$ cat src/rtl/seq_pkg.sv
// Shared definitions for the 1011 sync transmitter and detector pair.
// The PARITY state only exists when SEQ_TX_PARITY_EN is defined.
package seq_pkg;

  localparam int         SYNC_W_DEF        = 4;
  localparam logic [3:0] SYNC_PATTERN_1011 = 4'b1011;

  typedef enum logic [1:0] {
    IDLE = 2'd0,
    SYNC = 2'd1,
    DATA = 2'd2
`ifdef SEQ_TX_PARITY_EN
    , PARITY = 2'd3
`endif
  } tx_state_t;

endpackage

$ cat src/rtl/seq_tx_shifter.sv
// Loadable left-shift register exposing its MSB and the bit that becomes
// the MSB after the next shift.
module seq_tx_shifter #(
  parameter int WIDTH = 12
) (
  input  logic             clk,
  input  logic             reset,
  input  logic             i_load,
  input  logic [WIDTH-1:0] i_loadData,
  input  logic             i_shift,
  output logic             o_msb,
  output logic             o_nextMsb
);

  logic [WIDTH-1:0] r_data;

  always_ff @(posedge clk) begin
    if (reset) begin
      r_data <= '0;
    end else if (i_load) begin
      r_data <= i_loadData;
    end else if (i_shift) begin
      r_data <= {r_data[WIDTH-2:0], 1'b0};
    end
  end

  assign o_msb     = r_data[WIDTH-1];
  assign o_nextMsb = r_data[WIDTH-2];

endmodule

$ cat src/rtl/seq_pattern_tx.sv
// Serial frame transmitter: 1011 preamble, then the payload MSB first, paced by bit_en.
// Define SEQ_TX_PARITY_EN to append an even-parity bit after the payload.
module seq_pattern_tx
  import seq_pkg::*;
#(
  parameter int                DATA_W       = 8,
  parameter int                SYNC_W       = SYNC_W_DEF,
  parameter logic [SYNC_W-1:0] SYNC_PATTERN = SYNC_PATTERN_1011,
  parameter logic              IDLE_LEVEL   = 1'b0
) (
  input  logic              clk,
  input  logic              reset,
  input  logic              bit_en,
  input  logic [DATA_W-1:0] in_data,
  input  logic              in_valid,
  output logic              in_ready,
  output logic              out_bit,
  output logic              out_valid,
  output logic              out_sync,
  output logic              busy,
  output logic              frame_done
);

  localparam int SHIFT_W = SYNC_W + DATA_W;
`ifdef SEQ_TX_PARITY_EN
  localparam int FRAME_L = SHIFT_W + 1;
`else
  localparam int FRAME_L = SHIFT_W;
`endif
  localparam int CNT_W = $clog2(FRAME_L + 1);

  localparam logic [CNT_W-1:0] SYNC_LAST = CNT_W'(SYNC_W - 1);
  localparam logic [CNT_W-1:0] DATA_LAST = CNT_W'(SHIFT_W - 1);

  tx_state_t        r_state;
  tx_state_t        w_nextState;
  logic [CNT_W-1:0] r_cnt;
  logic [CNT_W-1:0] w_nextCnt;
  logic             r_outBit;
  logic             r_outValid;
  logic             r_outSync;
  logic             r_frameDone;
  logic             w_nextBit;
  logic             w_nextDone;
  logic             w_load;
  logic             w_shift;
  logic             w_shiftMsb;
  logic             w_shiftNextMsb;
  logic             r_parity;

  seq_tx_shifter #(
    .WIDTH (SHIFT_W)
  ) u_shifter (
    .clk        (clk),
    .reset      (reset),
    .i_load     (w_load),
    .i_loadData ({SYNC_PATTERN, in_data}),
    .i_shift    (w_shift),
    .o_msb      (w_shiftMsb),
    .o_nextMsb  (w_shiftNextMsb)
  );

  // Next state plus the value each output flop takes, so every output is registered.
  always_comb begin
    w_nextState = r_state;
    w_nextCnt   = r_cnt;
    w_nextDone  = 1'b0;
    w_load      = 1'b0;
    w_shift     = 1'b0;
    w_nextBit   = IDLE_LEVEL;

    case (r_state)
      IDLE: begin
        if (in_valid) begin
          w_load      = 1'b1;
          w_nextState = SYNC;
          w_nextCnt   = '0;
        end
      end
      SYNC: begin
        if (bit_en) begin
          w_shift   = 1'b1;
          w_nextCnt = r_cnt + CNT_W'(1);
          if (r_cnt == SYNC_LAST) begin
            w_nextState = DATA;
          end
        end
      end
      DATA: begin
        if (bit_en) begin
          w_shift   = 1'b1;
          w_nextCnt = r_cnt + CNT_W'(1);
          if (r_cnt == DATA_LAST) begin
`ifdef SEQ_TX_PARITY_EN
            w_nextState = PARITY;
`else
            w_nextState = IDLE;
            w_nextDone  = 1'b1;
`endif
          end
        end
      end
`ifdef SEQ_TX_PARITY_EN
      PARITY: begin
        if (bit_en) begin
          w_nextState = IDLE;
          w_nextDone  = 1'b1;
          w_nextCnt   = r_cnt + CNT_W'(1);
        end
      end
`endif
      default: w_nextState = IDLE;
    endcase

    // The shifter updates on the same edge, so look one bit ahead of its MSB.
    case (w_nextState)
      SYNC, DATA: begin
        if (w_load) begin
          w_nextBit = SYNC_PATTERN[SYNC_W-1];
        end else if (w_shift) begin
          w_nextBit = w_shiftNextMsb;
        end else begin
          w_nextBit = w_shiftMsb;
        end
      end
`ifdef SEQ_TX_PARITY_EN
      PARITY: w_nextBit = r_parity;
`endif
      default: w_nextBit = IDLE_LEVEL;
    endcase
  end

  always_ff @(posedge clk) begin
    if (reset) begin
      r_state     <= IDLE;
      r_cnt       <= '0;
      r_outBit    <= IDLE_LEVEL;
      r_outValid  <= 1'b0;
      r_outSync   <= 1'b0;
      r_frameDone <= 1'b0;
    end else begin
      r_state     <= w_nextState;
      r_cnt       <= w_nextCnt;
      r_outBit    <= w_nextBit;
      r_outValid  <= (w_nextState != IDLE);
      r_outSync   <= (w_nextState == SYNC);
      r_frameDone <= w_nextDone;
    end
  end

`ifdef SEQ_TX_PARITY_EN
  always_ff @(posedge clk) begin
    if (reset) begin
      r_parity <= 1'b0;
    end else if (w_load) begin
      r_parity <= ^in_data;
    end
  end
`else
  assign r_parity = 1'b0;
`endif

  assign in_ready   = (r_state == IDLE) && !reset;
  assign busy       = (r_state != IDLE);
  assign out_bit    = r_outBit;
  assign out_valid  = r_outValid;
  assign out_sync   = r_outSync;
  assign frame_done = r_frameDone;

endmodule

$ cat config.mk
export PLATFORM = sky130hd
export DESIGN_NAME = seq_pattern_tx
export DESIGN_NICKNAME = d
export VERILOG_FILES = /design/src/rtl/seq_pkg.sv /design/src/rtl/seq_tx_shifter.sv /design/src/rtl/seq_pattern_tx.sv
export SDC_FILE = /design/constraint.sdc
export NUM_CORES = 1
export LEC_CHECK = 0
export CAP_MARGIN = 5
export CORE_ASPECT_RATIO = 0.9
export CORE_MARGIN = 4
export CORE_UTILIZATION = 50
export CTS_CLUSTER_DIAMETER = 30
export DETAILED_ROUTE_END_ITERATION = 12
export GPL_TIMING_DRIVEN = 0
export PLACE_DENSITY = 0.81
export SLEW_MARGIN = 20
export SYNTH_ARGS = -nofsm -noshare
export SYNTH_HDL_FRONTEND = slang
export SYNTH_HIERARCHICAL = 1
export SYNTH_SLANG_ARGS = --single-unit
$ cat constraint.sdc
create_clock -name clk -period 1.95 [get_ports clk]
set_input_delay 0.585 -clock clk [delete_from_list [all_inputs] [get_ports clk]]
set_output_delay 0.585 -clock clk [all_outputs]
set_load 0.01 [all_outputs]
==> impl_metrics.ini, run 1 <==
[outcome]
status = finished, final reports clean

[pwr]
swShare_pct = 27.6
p_leak_nw = 0.535
p_sw_mw = 0.259
pwr-share-clk_pct = 21.2
power.density_nw_per_um2 = 631
fin_total_pwr_mw = 0.939
p_int_mw = 0.681
pwr-share-seq_pct = 53.6
combPwrFrac_pct = 25.2
ir_drop_v = 0.000539

[synth]
syn_area_um2 = 1200
synth_commonest_cells = 22 x dfxtp_1, 13 x nor2b_1, 11 x mux2i_1
synth_top_area_share_pct = 36.7
yosysWarnings = 6
async_flop_share_pct = 0
synth_area_per_cell_um2 = 10.2
synth.area.top_cells = dfxtp_1 37%, a211oi_2 10%, mux2i_1 9.2%
post-synth-top-area-cell = dfxtp_1
syn-instance-count = 118
seq_area_frac_synth_pct = 36.7
ys_ff_latch = 22
synth_edf_count = 0
synth_cell_types = 35
synth.most_common_cell = dfxtp_1
ys.flop_type = dfxtp_1

[timing]
worst_slew_pin_slew_ns = 0.510
fmax_mhz = 526
fin_crit_sh_pct = 97.5
skew_ns = 0.00582
hold_viol_final = 0
finalMaxSlewViolations = 0
relSlewSlack_pct = 65.1
setup_viol = 0
fin_crit_ns = 1.90

[drt]
via_per_inst = 5.55
wire_per_inst_um = 14.6
drt_iter0_drc = 27
drc = 0
vias = 927
first_pass_iters = 4
detail-route-antenna-nets = 0
wl_um = 2440

[placed_design]
place_area_um2 = 1410
routabilityCongestion = 0.890
place_inst = 164
hpwl_um = 1740
port_buffers = 17

[clock_tree]
clk_path_buf_depth = 2
clock_sinks = 22
htreeDepth = 1
root_buffer = clkbuf_4
clk_latency_ns = 0.31
clk_pin_slew_ns = 0.11
cts_buffers = 3
cts_tree = done

[floorplanning]
initial_utilization_pct = 54.0
num_rows = 16
fp.dieW_um = 59.6
die_h_um = 54.5
ios = 18
core_um2 = 2220
die_area_um2 = 3250

[final_layout]
final_util_pct = 67.0
layout-drive-gt1-share_pct = 24.3
diodes = 0
area_growth_pct = 24.1
final_area_um2 = 1490
final_cells = 167
nets = 161

[min_path]
hold_class = flip-flop to flip-flop
min_path_cells = 1
whs_endpoint = r_cnt[0]
min_from = r_cnt[0]

[setup_path]
path_class = input pin to flip-flop
cp_max_fo = 7
required_ns = 2.16
slowest_delay_ns = 0.52
worst_path_max_delay_cell = clkdlybuf4s50_1
r2r-end = out_bit
arrival_ns = 2.11
reg2reg_from = r_cnt[1]
crit_chain = clkdlybuf4s50_1, and2_4, nor2_1, or3_1, ha_1, o311a_1
crit_path_start_kind = input pin
r2r.worst_path.cells = 6
critPathCaptureType = flip-flop
r2r_slack_ns = 0.09

[global_route]
grt_pass1_wl_um = 4000
grt_max_degree = 12
grtUsageTotal_pct = 16.7
antenna_found_initial = 0
grt_pass1_vias = 919
grt_overflow_total = 0

[flow_run]
max-cap-violations = 0
[power by group through the flow]
stage                     Clock, mW  Combinational (mW)  Sequential [mW]
after floorplan                   0               0.148            0.511
after global placement            0               0.216            0.511
after detailed placement          0               0.224            0.513
after CTS                     0.212               0.227            0.503
after global routing          0.222               0.261            0.509
final                         0.199               0.237            0.504
[critical path, delay by kind of cell]
family	cells	cell delay, ns
and+or+nand+nor	3	0.58
buffers and inverters	1	0.52
adders and majority gates	1	0.31
AOI/OAI and AO/OA	1	0.11
[layout by cell type, fill, tap and decap left out, types with 2 or more instances in the layout]
cell type / count
a2111oi_0: 2
a211oi_1: 2
a211oi_2: 10
a21oi_1: 2
buf_2: 2
clkbuf_1: 2
clkbuf_4: 3
clkdlybuf4s15_2: 2
clkdlybuf4s50_1: 13
conb_1: 4
dfxtp_1: 19
dfxtp_2: 3
ha_1: 5
inv_1: 7
inv_2: 2
mux2i_1: 11
nand2_1: 2
nand3_1: 2
nor2_1: 3
nor2b_1: 13
nor2b_4: 2
nor4_1: 2
o31ai_1: 2
o32ai_1: 2
or3_1: 3
[how the worst max path moves through the flow]
stage	start	to	slack [ns]
final	in_valid	out_bit	0.05
after global routing	bit_en	out_bit	-0.008
after CTS	r_state[1]	in_ready	0.02
after detailed placement	reset	in_ready	-0.76
after global placement	reset	in_ready	-0.73
after floorplan	bit_en	out_bit	0.23
[state kept, by name (all words and copies together) (netlist names)]
signal and count:
out_bit 1, r_state 2, frame_done 1, u_shifter/r_data 12
out_sync 1, r_cnt 4, out_valid 1
[repair_timing]
action / CTS / global route
hold buffers: 0 / 0
endpoints found under the setup margin: 5 / 2
pin swaps: 0 / 1
setup buffers: 0 / 0
gates resized for setup: 15 / 9
[layout make-up]
class / count / area (µm²)
repair buffers: 17 / 171
well taps: 27 / 33.8
multi-input cells: 83 / 741
fillers: 169 / 733
flip-flops and latches: 22 / 444
plain buffers: 6 / 42.5
clock buffers: 3 / 22.5
inverters: 9 / 33.8
[layer usage]
metal / GRT usage (%) / vias to the layer above / wire (µm)
met2: 28.5 / 21 / 1130
met1: 20.3 / 428 / 1170
met3: 4.95 / 4 / 121
li1: - / 474 / -
met5: 0 / - / 0
met4: 4.80 / 0 / 27
[kinds of logic after synthesis]
logic type               Yosys count  synth area share [%]
AO/OA/AOI/OAI                     24                  19.6
adder cells (fa/ha/maj)            7                  7.30
buffers and inverters             15                  5.53
flip-flops                        22                  36.7
multiplexers                      11                  9.18
other                              2                 0.626
AND/OR/NAND/NOR                   37                  21.1
[through the flow]
stage	TNS (ns)	hold slack [ns]	setup slack (ns)
CTS	0	0.507	0.0157
global placement	-3.30	0.476	-0.728
finish	0	0.475	0.0481
detailed placement	-3.84	0.492	-0.760
floorplan	0	0.461	0.229
global route	-0.00770	0.506	-0.00770
Power figures use the tool's default switching activity.
==> run 2, diff against run 1 <==
--- a/config.mk
+++ b/config.mk
@@ -9,7 +9,7 @@
 export CORE_ASPECT_RATIO = 0.9
 export CORE_MARGIN = 4
 export CORE_UTILIZATION = 50
-export CTS_CLUSTER_DIAMETER = 30
+export CTS_CLUSTER_DIAMETER = 80
 export DETAILED_ROUTE_END_ITERATION = 12
 export GPL_TIMING_DRIVEN = 0
 export PLACE_DENSITY = 0.81
==> results of run 2 <==
No change in the layout: final DEF, timing and power equal those of run 1.
